==> config.mk <==
export PLATFORM = sky130hd
export DESIGN_NAME = pc_stack_unit_flat
export DESIGN_NICKNAME = d
export VERILOG_FILES = /design/src/rtl/pic_pkg.sv /design/src/rtl/pc_stack_unit_if.sv /design/src/rtl/hw_stack.sv /design/src/rtl/pc_stack_unit.sv /design/src/flat_wrapper.sv
export SDC_FILE = /design/constraint.sdc
export NUM_CORES = 1
export LEC_CHECK = 0
export ABC_AREA = 1
export CORE_UTILIZATION = 37
export CTS_CLUSTER_DIAMETER = 120
export DETAILED_ROUTE_END_ITERATION = 16
export SYNTH_ARGS = -nofsm -noshare
export SYNTH_HDL_FRONTEND = slang
export SYNTH_SLANG_ARGS = --single-unit
export TNS_END_PERCENT = 20
==> constraint.sdc <==
create_clock -name clk -period 2.8 [get_ports clk]
set_clock_uncertainty 0.2 [all_clocks]
set_input_delay 0.42 -clock clk [delete_from_list [all_inputs] [get_ports clk]]
set_output_delay 0.42 -clock clk [all_outputs]
set_load 0.01 [all_outputs]
==> src/rtl/pic_pkg.sv <==
// Shared definitions for the PIC-style program counter slice.
// Default geometry and the PC operation encoding used by control.
package pic_pkg;

    localparam int DEF_PC_WIDTH    = 13;
    localparam int DEF_JUMP_WIDTH  = 11;
    localparam int DEF_STACK_DEPTH = 8;

    typedef enum logic [2:0] {
        PC_HOLD = 3'd0,
        PC_INCR = 3'd1,
        PC_GOTO = 3'd2,
        PC_CALL = 3'd3,
        PC_RET  = 3'd4,
        PC_PCL  = 3'd5
    } pc_op_e;

endpackage

==> src/rtl/pc_stack_unit_if.sv <==
// Control/status bundle between the decoder FSM and the PC unit.
// master = control side, slave = pc_stack_unit.
interface pc_stack_unit_if
    import pic_pkg::*;
#(
    parameter int PC_WIDTH    = DEF_PC_WIDTH,
    parameter int JUMP_WIDTH  = DEF_JUMP_WIDTH,
    parameter int STACK_DEPTH = DEF_STACK_DEPTH
);
    localparam int SP_WIDTH     = $clog2(STACK_DEPTH);
    localparam int PCLATH_WIDTH = PC_WIDTH - 8;

    logic                    pc_incr_en;
    logic                    pc_j_en;
    logic                    call_en;
    logic                    ret_en;
    logic [JUMP_WIDTH-1:0]   pc_j_addr;
    logic                    pclath_wr_en;
    logic [PCLATH_WIDTH-1:0] pclath_in;
    logic                    pcl_wr_en;
    logic [7:0]              pcl_in;
    logic                    flag_clr;
    logic [PC_WIDTH-1:0]     pc_out;
    logic [PCLATH_WIDTH-1:0] pclath_out;
    logic [SP_WIDTH:0]       stack_level;
    logic                    stack_overflow;
    logic                    stack_underflow;

    modport master (
        output pc_incr_en, pc_j_en, call_en, ret_en, pc_j_addr,
        output pclath_wr_en, pclath_in, pcl_wr_en, pcl_in, flag_clr,
        input  pc_out, pclath_out, stack_level,
        input  stack_overflow, stack_underflow
    );

    modport slave (
        input  pc_incr_en, pc_j_en, call_en, ret_en, pc_j_addr,
        input  pclath_wr_en, pclath_in, pcl_wr_en, pcl_in, flag_clr,
        output pc_out, pclath_out, stack_level,
        output stack_overflow, stack_underflow
    );

endinterface

==> src/rtl/hw_stack.sv <==
// Circular return-address stack with saturating level counter.
// Sticky overflow/underflow flags; pop data is mem[sp-1].
module hw_stack
    import pic_pkg::*;
#(
    parameter int WIDTH = DEF_PC_WIDTH,
    parameter int DEPTH = DEF_STACK_DEPTH,
    localparam int SPW  = $clog2(DEPTH)
) (
    input  logic             clk,
    input  logic             rst,
    input  logic             push,
    input  logic             pop,
    input  logic [WIDTH-1:0] push_data,
    input  logic             flag_clr,
    output logic [WIDTH-1:0] pop_data,
    output logic [SPW:0]     level,
    output logic             overflow,
    output logic             underflow
);
    localparam logic [SPW:0] FULL = (SPW + 1)'(DEPTH);

    logic [WIDTH-1:0] mem_q [DEPTH];
    logic [SPW-1:0]   sp_q, sp_d, sp_m1;
    logic [SPW:0]     lvl_q, lvl_d;
    logic             ovf_q, ovf_d;
    logic             unf_q, unf_d;
    logic             set_ovf, set_unf;

    assign sp_m1    = sp_q - SPW'(1);
    assign pop_data = mem_q[sp_m1];

    // Pointer/level update; a flag set wins over a same-cycle clear.
    always_comb begin
        sp_d    = sp_q;
        lvl_d   = lvl_q;
        set_ovf = 1'b0;
        set_unf = 1'b0;
        if (pop) begin
            sp_d = sp_m1;
            if (lvl_q == '0) set_unf = 1'b1;
            else             lvl_d   = lvl_q - 1'b1;
        end else if (push) begin
            sp_d = sp_q + SPW'(1);
            if (lvl_q == FULL) set_ovf = 1'b1;
            else               lvl_d   = lvl_q + 1'b1;
        end
        ovf_d = set_ovf | (ovf_q & ~flag_clr);
        unf_d = set_unf | (unf_q & ~flag_clr);
    end

    // Pointer, level and flag registers.
    always_ff @(posedge clk) begin
        if (rst) begin
            sp_q  <= '0;
            lvl_q <= '0;
            ovf_q <= 1'b0;
            unf_q <= 1'b0;
        end else begin
            sp_q  <= sp_d;
            lvl_q <= lvl_d;
            ovf_q <= ovf_d;
            unf_q <= unf_d;
        end
    end

    // Storage is not reset; a full push overwrites the oldest slot.
    always_ff @(posedge clk) begin
        if (!rst && push && !pop) mem_q[sp_q] <= push_data;
    end

    assign level     = lvl_q;
    assign overflow  = ovf_q;
    assign underflow = unf_q;

endmodule

==> src/rtl/pc_stack_unit.sv <==
// Program counter and PCLATH with a hardware return stack.
// pc_out addresses program ROM directly.
module pc_stack_unit
    import pic_pkg::*;
#(
    parameter int PC_WIDTH    = DEF_PC_WIDTH,
    parameter int JUMP_WIDTH  = DEF_JUMP_WIDTH,
    parameter int STACK_DEPTH = DEF_STACK_DEPTH
) (
    input logic             clk,
    input logic             rst,
    pc_stack_unit_if.slave  bus
);
    localparam int SP_WIDTH     = $clog2(STACK_DEPTH);
    localparam int PCLATH_WIDTH = PC_WIDTH - 8;
    localparam int HI_W         = PC_WIDTH - JUMP_WIDTH;

    pc_op_e                  op;
    logic [PC_WIDTH-1:0]     pc_q, pc_d, pc_plus1, jump_tgt, pop_data;
    logic [PCLATH_WIDTH-1:0] pclath_q, pclath_d;
    logic [SP_WIDTH:0]       level;
    logic                    ovf, unf;

    assign pc_plus1 = pc_q + PC_WIDTH'(1);
    assign jump_tgt = {pclath_q[PCLATH_WIDTH-1 -: HI_W], bus.pc_j_addr};

    // Resolve the single winning PC operation for this cycle.
    always_comb begin
        op = PC_HOLD;
        if (bus.ret_en)         op = PC_RET;
        else if (bus.call_en)   op = PC_CALL;
        else if (bus.pc_j_en)   op = PC_GOTO;
        else if (bus.pcl_wr_en) op = PC_PCL;
        else if (bus.pc_incr_en) op = PC_INCR;
    end

    // Next PC and PCLATH; jumps read the pre-write PCLATH.
    always_comb begin
        pc_d     = pc_q;
        pclath_d = bus.pclath_wr_en ? bus.pclath_in : pclath_q;
        case (op)
            PC_RET:  pc_d = pop_data;
            PC_CALL: pc_d = jump_tgt;
            PC_GOTO: pc_d = jump_tgt;
            PC_PCL:  pc_d = {pclath_q, bus.pcl_in};
            PC_INCR: pc_d = pc_plus1;
            default: pc_d = pc_q;
        endcase
    end

    // PC and PCLATH registers.
    always_ff @(posedge clk) begin
        if (rst) begin
            pc_q     <= '0;
            pclath_q <= '0;
        end else begin
            pc_q     <= pc_d;
            pclath_q <= pclath_d;
        end
    end

    hw_stack #(
        .WIDTH (PC_WIDTH),
        .DEPTH (STACK_DEPTH)
    ) u_stack (
        .clk       (clk),
        .rst       (rst),
        .push      (op == PC_CALL),
        .pop       (op == PC_RET),
        .push_data (pc_plus1),
        .flag_clr  (bus.flag_clr),
        .pop_data  (pop_data),
        .level     (level),
        .overflow  (ovf),
        .underflow (unf)
    );

    assign bus.pc_out          = pc_q;
    assign bus.pclath_out      = pclath_q;
    assign bus.stack_level     = level;
    assign bus.stack_overflow  = ovf;
    assign bus.stack_underflow = unf;

endmodule

==> src/flat_wrapper.sv <==
// flat-port wrapper written by rule: the top's interface ports become plain ports
module pc_stack_unit_flat import pic_pkg::*;
#(
    parameter int PC_WIDTH    = DEF_PC_WIDTH,
    parameter int JUMP_WIDTH  = DEF_JUMP_WIDTH,
    parameter int STACK_DEPTH = DEF_STACK_DEPTH
)
  (clk, rst, bus_pc_incr_en, bus_pc_j_en, bus_call_en, bus_ret_en, bus_pc_j_addr, bus_pclath_wr_en, bus_pclath_in, bus_pcl_wr_en, bus_pcl_in, bus_flag_clr, bus_pc_out, bus_pclath_out, bus_stack_level, bus_stack_overflow, bus_stack_underflow);
  pc_stack_unit_if #(.PC_WIDTH(PC_WIDTH), .JUMP_WIDTH(JUMP_WIDTH), .STACK_DEPTH(STACK_DEPTH)) bus_i ();
  input logic clk;
  input logic rst;
  input wire logic [$bits(bus_i.pc_incr_en)-1:0] bus_pc_incr_en;
  input wire logic [$bits(bus_i.pc_j_en)-1:0] bus_pc_j_en;
  input wire logic [$bits(bus_i.call_en)-1:0] bus_call_en;
  input wire logic [$bits(bus_i.ret_en)-1:0] bus_ret_en;
  input wire logic [$bits(bus_i.pc_j_addr)-1:0] bus_pc_j_addr;
  input wire logic [$bits(bus_i.pclath_wr_en)-1:0] bus_pclath_wr_en;
  input wire logic [$bits(bus_i.pclath_in)-1:0] bus_pclath_in;
  input wire logic [$bits(bus_i.pcl_wr_en)-1:0] bus_pcl_wr_en;
  input wire logic [$bits(bus_i.pcl_in)-1:0] bus_pcl_in;
  input wire logic [$bits(bus_i.flag_clr)-1:0] bus_flag_clr;
  output wire logic [$bits(bus_i.pc_out)-1:0] bus_pc_out;
  output wire logic [$bits(bus_i.pclath_out)-1:0] bus_pclath_out;
  output wire logic [$bits(bus_i.stack_level)-1:0] bus_stack_level;
  output wire logic [$bits(bus_i.stack_overflow)-1:0] bus_stack_overflow;
  output wire logic [$bits(bus_i.stack_underflow)-1:0] bus_stack_underflow;
  assign bus_i.pc_incr_en = bus_pc_incr_en;
  assign bus_i.pc_j_en = bus_pc_j_en;
  assign bus_i.call_en = bus_call_en;
  assign bus_i.ret_en = bus_ret_en;
  assign bus_i.pc_j_addr = bus_pc_j_addr;
  assign bus_i.pclath_wr_en = bus_pclath_wr_en;
  assign bus_i.pclath_in = bus_pclath_in;
  assign bus_i.pcl_wr_en = bus_pcl_wr_en;
  assign bus_i.pcl_in = bus_pcl_in;
  assign bus_i.flag_clr = bus_flag_clr;
  assign bus_pc_out = bus_i.pc_out;
  assign bus_pclath_out = bus_i.pclath_out;
  assign bus_stack_level = bus_i.stack_level;
  assign bus_stack_overflow = bus_i.stack_overflow;
  assign bus_stack_underflow = bus_i.stack_underflow;
  pc_stack_unit #(.PC_WIDTH(PC_WIDTH), .JUMP_WIDTH(JUMP_WIDTH), .STACK_DEPTH(STACK_DEPTH)) u_core (.clk(clk), .rst(rst), .bus(bus_i));
endmodule
Yosys cells after proc, flatten, opt, wreduce, memory -nomap -nowiden
Memory sizes are Yosys's and may differ from the RTL's.
Cells that the tools add are included.
- flip-flop bits (word level): 27
- bits in writable memories: 104
- bits of input ports: 33
- output and inout port bits: 24
- word-level logic and storage cells: 53
- memories kept: 1
- $add $sub $neg: 5
- eq/ne operators: 8
- multiplexer cells: 19
- bitwise operators: 5
- reductions and logical operators: 9
- memories (name ; depth ; width ; rd ports ; clocked after memory_dff ; wr ports ; RTL line ; text):
    u_core.u_stack.mem_q ; 8 ; 13 ; 1 ; 0 ; 1 ; hw_stack.sv:23 ; logic [WIDTH-1:0] mem_q [DEPTH];
- operators by type and width (kind ; number):
    13-bit one-hot mux with 4 select lines ; 1
    3-bit two-way mux ; 6
    4-bit two-way mux ; 4
    13-bit by 1-bit adder with 13-bit output (second input constant) ; 1
    1-bit two-way mux ; 8
    3-bit by 2-bit == test with 1-bit output (second input constant) ; 2
    3-bit == test (second input constant) ; 2
    4-bit by 1-bit adder with 4-bit output (second input constant) ; 1
    4-bit == test (second input constant) ; 1
    4-bit zero test ; 1
    2-bit inequality test (second input constant) ; 2
    4-bit nonzero test ; 1
    4-bit by 1-bit subtractor with 4-bit output (second input constant) ; 1
    3-bit by 1-bit adder with 3-bit output (second input constant) ; 1
    3-bit by 1-bit == test with 1-bit output (second input constant) ; 1
    3-bit AND reduction ; 1
    3-bit by 1-bit subtractor with 3-bit output (second input constant) ; 1
    1-bit bitwise AND ; 2
    1-bit logical AND ; 2
    1-bit zero test ; 2
    1-bit bitwise OR ; 2
    2-bit nonzero test ; 1
    2-bit OR reduction ; 1
    1-bit NOT ; 1

Logic depth before layout (Yosys ltp)
- depth in word-level cells: 10
- gate-level depth with buffers: 15
- mapped depth without buffers: 11

Cells and area by module
A second synthesis with hierarchy kept.
- cell total of the unflattened synthesis: 626
- area total of the unflattened synthesis: 5949.5 um^2
- by module, submodules not included (module ; times used ; cells each ; area each (um^2)):
    hw_stack ; 1 ; 412 ; 4648.2
    pc_stack_unit ; 1 ; 214 ; 1301.2

Least setup slack after synthesis
OpenSTA, ideal clock, no wires.
- path kind: register -> register
- start: reg u_core.u_stack.sp_q[0]
- end: reg u_core.pc_q[4] (netlist: u_core.bus.pc_out[4])
- library setup time: 128 ps
- arrival time: 1877 ps
- required time: 2472 ps
- path slack: 595 ps
- cell stages (with the launch flop): 16
- path buffers: 5
- clock period less this slack: 2205 ps
- cells stage by stage: dfxtp_1 buf_6 inv_2 buf_6 buf_6 ha_1 buf_4 inv_2 buf_2 nand3_1 nand3_1 nand2_1 nand2_1 o21ai_0 nor2_1 nor2_1
- longest elaborated chain between the ends: 3
- RTL lines (element ; RTL line ; text):
    start, declared ; hw_stack.sv:24 ; logic [SPW-1:0] sp_q, sp_d, sp_m1;
    start signal, assigned ; hw_stack.sv:60 ; sp_q <= sp_d;
    3-bit by 1-bit subtractor with 3-bit output ; hw_stack.sv:30 ; assign sp_m1 = sp_q - SPW'(1);
    memory read 8 x 13 bit ; n/a ;
    13-bit one-hot mux with 4 select lines ; pc_stack_unit.sv:41 ; case (op)
    end signal, assigned ; pc_stack_unit.sv:57 ; pc_q <= pc_d;
    end, declared ; pc_stack_unit.sv:19 ; logic [PC_WIDTH-1:0] pc_q, pc_d, pc_plus1, jump_tgt, pop_data;
No other way between the ends.
A chain may end at the register's enable or synchronous reset.

Final worst setup path
- start: reg u_core.pc_q[1] (netlist: u_core.bus.pc_out[1])
- end: reg u_core.pc_q[8] (netlist: u_core.bus.pc_out[8])
- longest elaborated chain between the ends: 2
- RTL lines (element ; RTL line ; text):
    13-bit by 1-bit adder with 13-bit output ; pc_stack_unit.sv:24 ; assign pc_plus1 = pc_q + PC_WIDTH'(1);
    via u_core.pc_plus1[8] ; pc_stack_unit.sv:19 ;
    13-bit one-hot mux with 4 select lines ; pc_stack_unit.sv:41 ;
The timed path passes the listed nets, and every way through them passes these cells.

==> impl_metrics.csv <==
group,metric,value,unit
power_and_ir_drop,p_per_area,720,nW/µm²
yosys,syn_area,5980,µm²
yosys,synth-warning-count,0,
drt,routed_wl,15.2,mm
place,dpl.hpwl,10.4,mm
clocking,cts.sinks,131,
clocking,cts_setup_buffers,0,
critical_path,worstSetupPathType,"flip-flop to flip-flop",
drt,viasPerCell,5.00,
run_status,outcome,"finished clean",
drt,wire_per_inst,16.4,µm
drt,ant_nets,0,
place,portBuffers,56,
timing,finalHoldViolCount,0,
cells_and_area,final_cells,927,
yosys,synth_nets,674,
place,dp_cells,895,
yosys,synth_area_per_cell,9.41,µm²
timing,period_share,81.9,%
critical_path,endpoint_kind,"flip-flop",
die,ios,57,
critical_path,crit_path_start_kind,"flip-flop",
yosys,synthCells,635,
drt,drt_iter0_markers,473,
power_and_ir_drop,leakage,2.86,nW
yosys,seq_area_frac_synth,61.3,%
die,dieArea,16700,µm²
clocking,cts_tree,"done",
clocking,clk_pin_slew,0.06,ns
timing,final_max_slew_viol_count,0,
critical_path,worstPathArrival,2.45,ns
hold_path,hold_path.class,"flip-flop to flip-flop",
clocking,clock_path_buffers,2,
timing,rsz0062_at_grt,"false",
cells_and_area,diodes,0,
clocking,cts_made_buffers,17,
drt,vias,4631,
place,gp_congestion,0.874,
die,die_h,129,µm
die,core,15800,µm²
timing,tightest_slew,0.990,ns
job,drv_cap,0,
timing,fin_crit,2.29,ns
timing,fmax,0.436,GHz
cells_and_area,postLayoutCellArea,7290,µm²
die,fp-row-count,46,
yosys,synth_seq_cells,131,
clocking,ctsHoldBuffers,0,
cells_and_area,syn_to_final_growth,21.9,%
timing,finalSetupViolCount,0,
power_and_ir_drop,power,5.25,mW
grt,antenna_found_initial,0,
power_and_ir_drop,peakVddDrop,0.000385,V
cells_and_area,nets,737,
clocking,cts_max_level,4,
grt,grt_pass1_vias,4379,
grt,grt_max_degree,56,
cells_and_area,drive_gt1_share,8.16,%
critical_path,crit_fanout,9,
die,start_util,37.8,%
timing,slew_headroom,34.0,%
die,die_w,129,µm
clocking,clock_latency,0.42,ns
timing,fin_tns_setup,0,ns
grt,grt_usage,19.5,%
clocking,cts-root-buf,"clkbuf_16",
critical_path,crit_required,2.96,ns
grt,grt.overflow.total,0,
drt,drc,0,
place,place_area,6740,µm²
grt,grt_pass1_wl,23.8,mm
yosys,synth_cell_types,27,
clocking,cts_resized,0,
drt,dr.pass1.iters,6,
[cell usage after synthesis (all sizes together)]
cell | n | area, µm²
inv | 40 | 150
xor2 | 3 | 26.3
dfxtp | 27 | 541
a22oi | 6 | 45.0
ha | 5 | 62.6
edfxtp | 104 | 3120
buf | 22 | 161
o221ai | 2 | 17.5
and2 | 3 | 18.8
clkbuf | 6 | 22.5
nand3 | 93 | 465
fa | 1 | 20.0
nand2 | 215 | 810
o21ai | 21 | 105
a21oi | 8 | 40.0
nor2 | 65 | 262
nand4 | 9 | 56.3
xnor2 | 4 | 42.6
nand3b | 1 | 7.51
[kinds of logic after synthesis]
logic type / after synthesis / synth area share, %
and+or+nand+nor: 386 / 27.1
DFF: 131 / 61.3
AOI/OAI and AO/OA: 37 / 3.48
adders and majority gates: 6 / 1.38
buffers and inverters: 68 / 5.59
xor gates and xnor gates: 7 / 1.15
[critical path, stage by stage (launching register included)]
cell and delay, ns:
dfxtp_1 0.41, ha_1 0.23, nand2_1 0.12, nor2_2 0.27, nand2_2 0.13, xnor2_2 0.53, nand2_1 0.13, nand2_1 0.10
nor2_1 0.05, nor2_1 0.07
[state kept, by name, indices dropped and copies added, names as in the netlist]
| name | flops |
|---|---|
| u_core.u_stack.mem_q | 104 |
| u_core.bus.pc_out | 13 |
| u_core.bus.pclath_out | 5 |
| u_core.u_stack.level | 4 |
| u_core.u_stack.sp_q | 3 |
| u_core.u_stack.overflow | 1 |
| u_core.u_stack.underflow | 1 |
[final cells by class]
type,instances,area (µm²)
Clock inverter,15,118
Sequential cell,131,3660
Multi-Input combinational cell,436,1980
Timing Repair Buffer,72,681
Fill cell,1469,8540
Inverter,40,150
Clock buffer,17,425
Tap cell,216,270
[stage by stage]
step           hold WS [ns]  setup slack (ns)  util (%)
4_1_cts               0.269             0.515      46.0
3_5_place_dp          0.260             0.223      42.6
3_3_place_gp          0.267             0.294      42.6
2_1_floorplan         0.287             0.595         -
5_1_grt               0.295             0.424      46.0
6_report              0.263             0.507      46.0
[path summary, 6_finish.rpt]
path | startpoint | endpoint | slack (ns) | cells after the start
worst max-delay path | u_core.bus.pc_out[1] | u_core.bus.pc_out[8] | 0.51 | 9
worst min-delay path | u_core.u_stack.underflow | u_core.u_stack.underflow | 0.26 | 2
worst max register to register | u_core.bus.pc_out[1] | u_core.bus.pc_out[8] | 0.51 | 9
worst min register to register | u_core.u_stack.underflow | u_core.u_stack.underflow | 0.26 | 2
[placed cells by master (no fill, tap or decap), types with 2 or more instances in the layout]
cell / n
clkbuf_16: 17
a22oi_1: 6
o21ai_0: 15
buf_4: 16
nor2_1: 60
clkinv_2: 5
o221ai_1: 2
inv_2: 5
clkinv_1: 2
ha_1: 5
clkinvlp_4: 5
inv_1: 35
nand2_1: 214
xor2_1: 3
clkdlybuf4s50_1: 56
nand3_1: 93
nand4_1: 9
a21oi_1: 8
dfxtp_1: 27
o21ai_1: 6
edfxtp_1: 104
and2_1: 3
xnor2_1: 3
nor2_2: 4
[power by group]
part | switching (mW) | internal [mW] | leakage, nW
logic | 0.579 | 0.341 | 1.44
clock network | 0.819 | 1.20 | 0.256
registers | 0.0853 | 2.22 | 1.17
total | 1.48 | 3.76 | 2.86
[layer usage]
metal  share of wire (%)  global-route usage (%)  vias up
met4                 1.7                    8.03        0
met1                  46                    26.9     2146
met5                   0                       0        -
li1                    -                       -     2258
met2                  45                    29.8      200
met3                 6.9                    4.62       27
(Power assumes the default switching activity.)
